<file path="src/rtl/mnist_pkg.sv">
// Shared constants and types for the MNIST output neuron bank.
package mnist_pkg;

   localparam int unsigned NUM_CLASSES = 10;
   localparam int unsigned NUM_PIXELS  = 784;
   localparam int unsigned PIX_W       = 8;
   localparam int unsigned WT_W        = 8;
   localparam int unsigned BIAS_W      = 16;
   localparam int unsigned ACC_W       = 32;
   localparam int unsigned ADDR_W      = 12;
   localparam int unsigned BIAS_SEL_W  = 12;
   localparam int unsigned IDX_W       = 4;
   // Zero-extended pixel (PIX_W+1, signed) times signed weight.
   localparam int unsigned PROD_W      = PIX_W + WT_W + 1;

   typedef enum logic [1:0] {
      ST_IDLE,
      ST_ACCUM,
      ST_ARGMAX,
      ST_DONE
   } state_e;

   typedef logic signed [ACC_W-1:0] acc_t;

endpackage

</file>
<file path="src/rtl/mnist_mac_lane.sv">
// One output neuron: bias preload plus pixel*weight multiply-accumulate.
module mnist_mac_lane
   import mnist_pkg::*;
(
   input  logic                     clk,
   input  logic                     rst_n,
   input  logic                     load_i,
   input  logic signed [BIAS_W-1:0] bias_i,
   input  logic                     mac_en_i,
   input  logic        [PIX_W-1:0]  pix_i,
   input  logic signed [WT_W-1:0]   wt_i,
   output acc_t                     acc_o
);

   acc_t                     acc_q;
   acc_t                     acc_d;
   acc_t                     base;
   logic signed [PROD_W-1:0] prod;

   // Bias load happens before the MAC so a same-cycle pixel adds onto the new bias.
   always_comb begin
      prod  = PROD_W'(signed'({1'b0, pix_i})) * PROD_W'(wt_i);
      base  = load_i ? ACC_W'(bias_i) : acc_q;
      acc_d = mac_en_i ? base + ACC_W'(prod) : base;
   end

   always_ff @(posedge clk) begin
      if (!rst_n) begin
         acc_q <= '0;
      end else begin
         acc_q <= acc_d;
      end
   end

   assign acc_o = acc_q;

endmodule

</file>
<file path="src/rtl/mnist_neuron_bank.sv">
// Per-class accumulator bank with address-sequence check, sequential argmax
// and a valid/ack result port.
module mnist_neuron_bank
   import mnist_pkg::*;
(
   input  logic                          clk,
   input  logic                          rst_n,
   input  logic [BIAS_SEL_W-1:0]         bias_load,
   input  logic signed [BIAS_W-1:0]      bias_data,
   input  logic                          pixel_valid,
   output logic                          pixel_ready,
   input  logic [ADDR_W-1:0]             pixel_addr,
   input  logic [PIX_W-1:0]              pixel_data,
   input  logic [NUM_CLASSES*WT_W-1:0]   weight_data,
   output logic                          result_valid,
   input  logic                          result_ack,
   output logic [IDX_W-1:0]              digit,
   output logic signed [ACC_W-1:0]       max_score,
   output logic                          addr_err
);

   state_e            state_q, state_d;
   logic [ADDR_W-1:0] exp_addr_q, exp_addr_d;
   logic [IDX_W-1:0]  scan_q, scan_d;
   logic [IDX_W-1:0]  best_idx_q, best_idx_d;
   logic [IDX_W-1:0]  digit_q, digit_d;
   acc_t              best_q, best_d;
   acc_t              score_q, score_d;
   logic              err_q, err_d;
   logic              ready_q;
   logic              valid_q;

   logic              idle;
   logic              accept;
   logic              last_pix;
   acc_t              cand;
   acc_t              acc [NUM_CLASSES];

   assign idle   = (state_q == ST_IDLE);
   assign accept = pixel_valid & ready_q;

   for (genvar i = 0; i < NUM_CLASSES; i++) begin : g_lane
      mnist_mac_lane u_lane (
         .clk      (clk),
         .rst_n    (rst_n),
         .load_i   (idle & bias_load[i]),
         .bias_i   (bias_data),
         .mac_en_i (accept),
         .pix_i    (pixel_data),
         .wt_i     (weight_data[i*WT_W +: WT_W]),
         .acc_o    (acc[i])
      );
   end

   // Strobe bits above the populated classes have no lane behind them.
   if (NUM_CLASSES < BIAS_SEL_W) begin : g_unused_strobe
      logic unused_bias_hi;
      assign unused_bias_hi = ^bias_load[BIAS_SEL_W-1:NUM_CLASSES];
   end

   always_comb begin
      state_d    = state_q;
      exp_addr_d = exp_addr_q;
      scan_d     = scan_q;
      best_d     = best_q;
      best_idx_d = best_idx_q;
      digit_d    = digit_q;
      score_d    = score_q;
      err_d      = err_q;
      cand       = acc[scan_q];
      last_pix   = (exp_addr_q == ADDR_W'(NUM_PIXELS - 1));

      // End of image is decided by the pixel count, not by the address received.
      if (accept) begin
         if (pixel_addr != exp_addr_q) begin
            err_d = 1'b1;
         end
         if (last_pix) begin
            exp_addr_d = '0;
            state_d    = ST_ARGMAX;
         end else begin
            exp_addr_d = exp_addr_q + ADDR_W'(1);
            state_d    = ST_ACCUM;
         end
      end

      case (state_q)
         ST_ARGMAX: begin
            // Strict compare keeps the lowest index on ties.
            if ((scan_q == '0) || (cand > best_q)) begin
               best_d     = cand;
               best_idx_d = scan_q;
            end
            if (scan_q == IDX_W'(NUM_CLASSES - 1)) begin
               scan_d  = '0;
               digit_d = best_idx_d;
               score_d = best_d;
               state_d = ST_DONE;
            end else begin
               scan_d = scan_q + IDX_W'(1);
            end
         end
         ST_DONE: begin
            if (result_ack) begin
               state_d = ST_IDLE;
            end
         end
         default: ;
      endcase
   end

   always_ff @(posedge clk) begin
      if (!rst_n) begin
         state_q    <= ST_IDLE;
         exp_addr_q <= '0;
         scan_q     <= '0;
         best_q     <= '0;
         best_idx_q <= '0;
         digit_q    <= '0;
         score_q    <= '0;
         err_q      <= 1'b0;
         ready_q    <= 1'b1;
         valid_q    <= 1'b0;
      end else begin
         state_q    <= state_d;
         exp_addr_q <= exp_addr_d;
         scan_q     <= scan_d;
         best_q     <= best_d;
         best_idx_q <= best_idx_d;
         digit_q    <= digit_d;
         score_q    <= score_d;
         err_q      <= err_d;
         ready_q    <= (state_d == ST_IDLE) || (state_d == ST_ACCUM);
         valid_q    <= (state_d == ST_DONE);
      end
   end

   assign pixel_ready  = ready_q;
   assign result_valid = valid_q;
   assign digit        = digit_q;
   assign max_score    = score_q;
   assign addr_err     = err_q;

endmodule

</file>
<file path="config.mk">
export PLATFORM = sky130hd
export DESIGN_NAME = mnist_neuron_bank
export DESIGN_NICKNAME = d
export VERILOG_FILES = /design/src/rtl/mnist_pkg.sv /design/src/rtl/mnist_mac_lane.sv /design/src/rtl/mnist_neuron_bank.sv
export SDC_FILE = /design/constraint.sdc
export NUM_CORES = 2
export LEC_CHECK = 0
export BUFFER_PORTS_ARGS = -buffer_cell sky130_fd_sc_hd__buf_2
export CAP_MARGIN = 15
export CORE_MARGIN = 3
export CORE_UTILIZATION = 59
export DETAILED_ROUTE_END_ITERATION = 8
export PLACE_DENSITY = 0.79
export SYNTH_ARGS = -nofsm -noshare
export SYNTH_HDL_FRONTEND = slang
export SYNTH_SLANG_ARGS = --single-unit
</file>
<file path="constraint.sdc">
create_clock -name clk -period 6.75 [get_ports clk]
set_clock_uncertainty 0.15 [all_clocks]
set_input_delay 0.675 -clock clk [delete_from_list [all_inputs] [get_ports clk]]
set_output_delay 0.675 -clock clk [all_outputs]
set_load 0.03 [all_outputs]
</file>
==> impl_metrics.tcl <==
set metrics [dict create \
    status "complete, no violations" \
    startpoint "state_q[0]$_SDFF_PN0_" \
    grt_usage 0.331 \
    min-delay-start "result_ack" \
    ys_ff_latch 413 \
    cp_data_arrival_time_ps 6930 \
    grt_max_degree 190 \
    dr.max_layer_used "met5" \
    cts_tree "yes" \
    ys_top_cells_by_area "ha_1 (24%), fa_1 (18%), dfxtp_1 (14%)" \
    power_density_mw_per_mm2 389 \
    die_h_um 322 \
    slew_violations 0 \
    synth-simple-area-share 0.131 \
    stdcell_count 8085 \
    timing.max_cap.violations 0 \
    yosys_warnings 0 \
    port_buffers 168 \
    power_mw 25.2 \
    place_inst 7955 \
    synth.largest_area_cell "ha_1" \
    syn-num-nets 8344 \
    io_pins 171 \
    worst_setup_path_end_kind "flip-flop" \
    first_global_vias 49700 \
    cts_buffers 54 \
    worst_setup_path_start_kind "flip-flop" \
    syn_to_final_growth_pct 10.1 \
    synth_flop_cell "dfxtp_1" \
    multi_input_area_mm2 0.0473 \
    hpwl_um 134000 \
    hold_violations 0 \
    fill_cells 7780 \
    cts_buffer_depth 3 \
    ir_worst_vdd_mv 0.363 \
    wl_um 172000 \
    tightest_slew_ps 1170 \
    synth_edf_count 0 \
    yosysUniqueCellTypes 83 \
    synth_area_mm2 0.0588 \
    period_needed_ps 6600 \
    ant_nets 0 \
    synth-async-reset-ratio 0 \
    via_per_inst 6.14 \
    routedLengthMet1_um 70600 \
    die_w_um 322 \
    finalNetCount 8498 \
    synth_mux_area_frac 0.0631 \
    slew_headroom 0.209 \
    fp.coreArea_mm2 0.0987 \
    finalSetupViolations 0 \
    worstSetupPathType "reg2reg" \
    met2_length_um 76100 \
    leakage_nw 33.9 \
    antenna_found_initial 22 \
    gp_congestion 0.963 \
    fmax_mhz 151 \
    htreeDepth 2 \
    dieArea_mm2 0.104 \
    finalCritPeriodShare 0.979 \
    cp_max_fo 4 \
    ys_seq_area_frac 0.141 \
    grt_setup_unrepaired "true" \
    grt.overflow.total 0 \
    drc 0 \
    path_clk_slew_ps 60 \
    initial_core_util 0.596 \
    yosys.area_share.xor_xnor 0.0408 \
    rows 115 \
    design_area_mm2 0.0648 \
    seqCellArea_mm2 0.00828 \
    avgSynthCellArea_um2 8.94 \
    netlist_instances 6579 \
    hold_slack_ps 236 \
    drt_pass1_iterations 8 \
    hold_buffers 0 \
    r2r_start "state_q[0]$_SDFF_PN0_" \
    vias 49600 \
    synthAdderAreaFrac 0.414 \
    drt_iter0_markers 4507 \
    hp-class "in2reg" \
    place_area_mm2 0.0624 \
    required_ps 7070 \
    yosysTopAreaCellShare 0.237 \
    drive_above_1_share 0.113 \
    clock-sinks 413 \
    synth_compound_area_frac 0.149 \
    clk-insertion-delay-late_ps 660 \
    wire_per_inst_um 21.3 \
    grt_first_pass_wirelength_um 272000 \
    synth_top_family_by_area "adder cells" \
    cts_root_buffer "clkbuf_16" \
    met3_length_um 15800 \
]
## placed cells by master (no fill, tap or decap), types with 38 or more instances in the layout
cell       netlist  layout
buf_4            2     236
nand2b_1        49      49
inv_1          633     630
buf_2            6     166
o21ai_0        197     186
clkbuf_16        0      55
nor3_1          50      47
xor2_1         116     116
o22ai_1         38      38
dfxtp_1        413     409
a211oi_1       156     150
nand2_1        667     662
xnor2_1        158     158
a21oi_1        426     414
fa_1           520     517
ha_1          1113    1111
a21o_1         268     268
mux2_2          70      70
nor2_1         344     341
mux4_2          64      64
mux2i_1        148     140
nand3_1         94      92
and2_1         299     298
## power by group
group	total (mW)	switching, mW	internal (mW)	leakage, nW
Combinational	18.6	10.3	8.24	29.6
Clock	3.25	1.30	1.95	0.929
Sequential	3.36	0.383	2.98	3.41
Total	25.2	12.0	13.2	33.9
## repair_timing
action,CTS,global route
buffers inserted,0,8
endpoints found under the setup margin,10,68
gates resized for setup,5,78
pin swaps,1,20
## state kept, by name, indices dropped and copies added, names as in the netlist
register	flops
g_lane.u_lane.acc_o	320
best_q	32
max_score	32
exp_addr_q	12
best_idx_q	4
digit	4
scan_q	4
state_q	2
addr_err	1
pixel_ready	1
result_valid	1
## metal layers
layer,up-vias,global-route usage
li1,23000,-
met1,24000,0.443
met2,2234,0.519
met3,450,0.0562
met4,8,0.164
met5,-,0
## synthesized netlist by cell type (20+ instances only)
master    number
inv_1        633
fa_1         520
o22ai_1       38
nand3_1       94
ha_1        1113
mux2_2        70
clkbuf_1     261
o21ai_0      197
nand4_1       26
a22oi_1       34
nor2_1       344
xor2_1       116
buf_1         66
nand2_1      667
o21a_1        28
mux4_2        64
nand2b_1      49
and3_1        34
xnor2_1      158
a21oi_1      426
o211a_1       20
a21o_1       268
dfxtp_1      413
and2_1       299
mux2i_1      148
o21bai_1      35
nor3_1        50
a211oi_1     156
a31oi_1       27
## metrics by stage
step	util	setup TNS [ps]	worst slack, ps
detailed placement	0.632	-582	-229
global placement	0.632	-94.6	-90.1
floorplan	-	0	229
CTS	0.652	-55.7	-48.9
global route	0.656	-208	-59.1
finish	0.656	0	145
## final cells by class
class,instances,share of cell area
multi-input cells,5198,0.730
flip-flops and latches,413,0.128
repair buffers,433,0.0498
inverters,633,0.0368
well taps,1287,0.0249
clock buffers,69,0.0231
clock inverters,30,0.00699
diodes,22,0.000850
## critical path, cell delays in order (launching register included)
cell       delay, ps
dfxtp_2          340
nor2_4           180
buf_12           150
nand2_1           90
buf_12           140
mux2i_1          180
fa_1             560
inv_1             50
fa_1             500
inv_1             60
fa_1             530
inv_1             50
fa_1             390
fa_1             470
ha_1             300
o21ai_0          110
o211ai_1         480
nand3_2          100
buf_4            190
o31ai_2          210
buf_4            160
o21ai_1           90
a21oi_1          230
and4_4           260
o2111ai_1        160
a31oi_1          200
nor3b_1           70
## kinds of logic (layout without fill, tap and decap cells)
logic type / after synthesis / in the layout
other: 0 / 22
AND/OR/NAND/NOR: 1658 / 1658
XOR/XNOR: 274 / 274
multiplexers: 282 / 282
AO/OA/AOI/OAI: 1351 / 1351
adder cells (fa/ha/maj): 1633 / 1633
buffers and inverters: 968 / 1165
flip-flops: 413 / 413
## path summary, 6_finish.rpt
kind,slack (ps),cells after the start,to
worst max-delay path,150,26,g_lane[7].u_lane.acc_o[31]$_SDFF_PN0_
worst min-delay path,240,4,state_q[0]$_SDFF_PN0_
worst max register to register,150,26,g_lane[7].u_lane.acc_o[31]$_SDFF_PN0_
worst min register to register,310,2,best_idx_q[2]$_SDFFE_PN0P_
No activity file was read; power rests on OpenSTA's default activity.
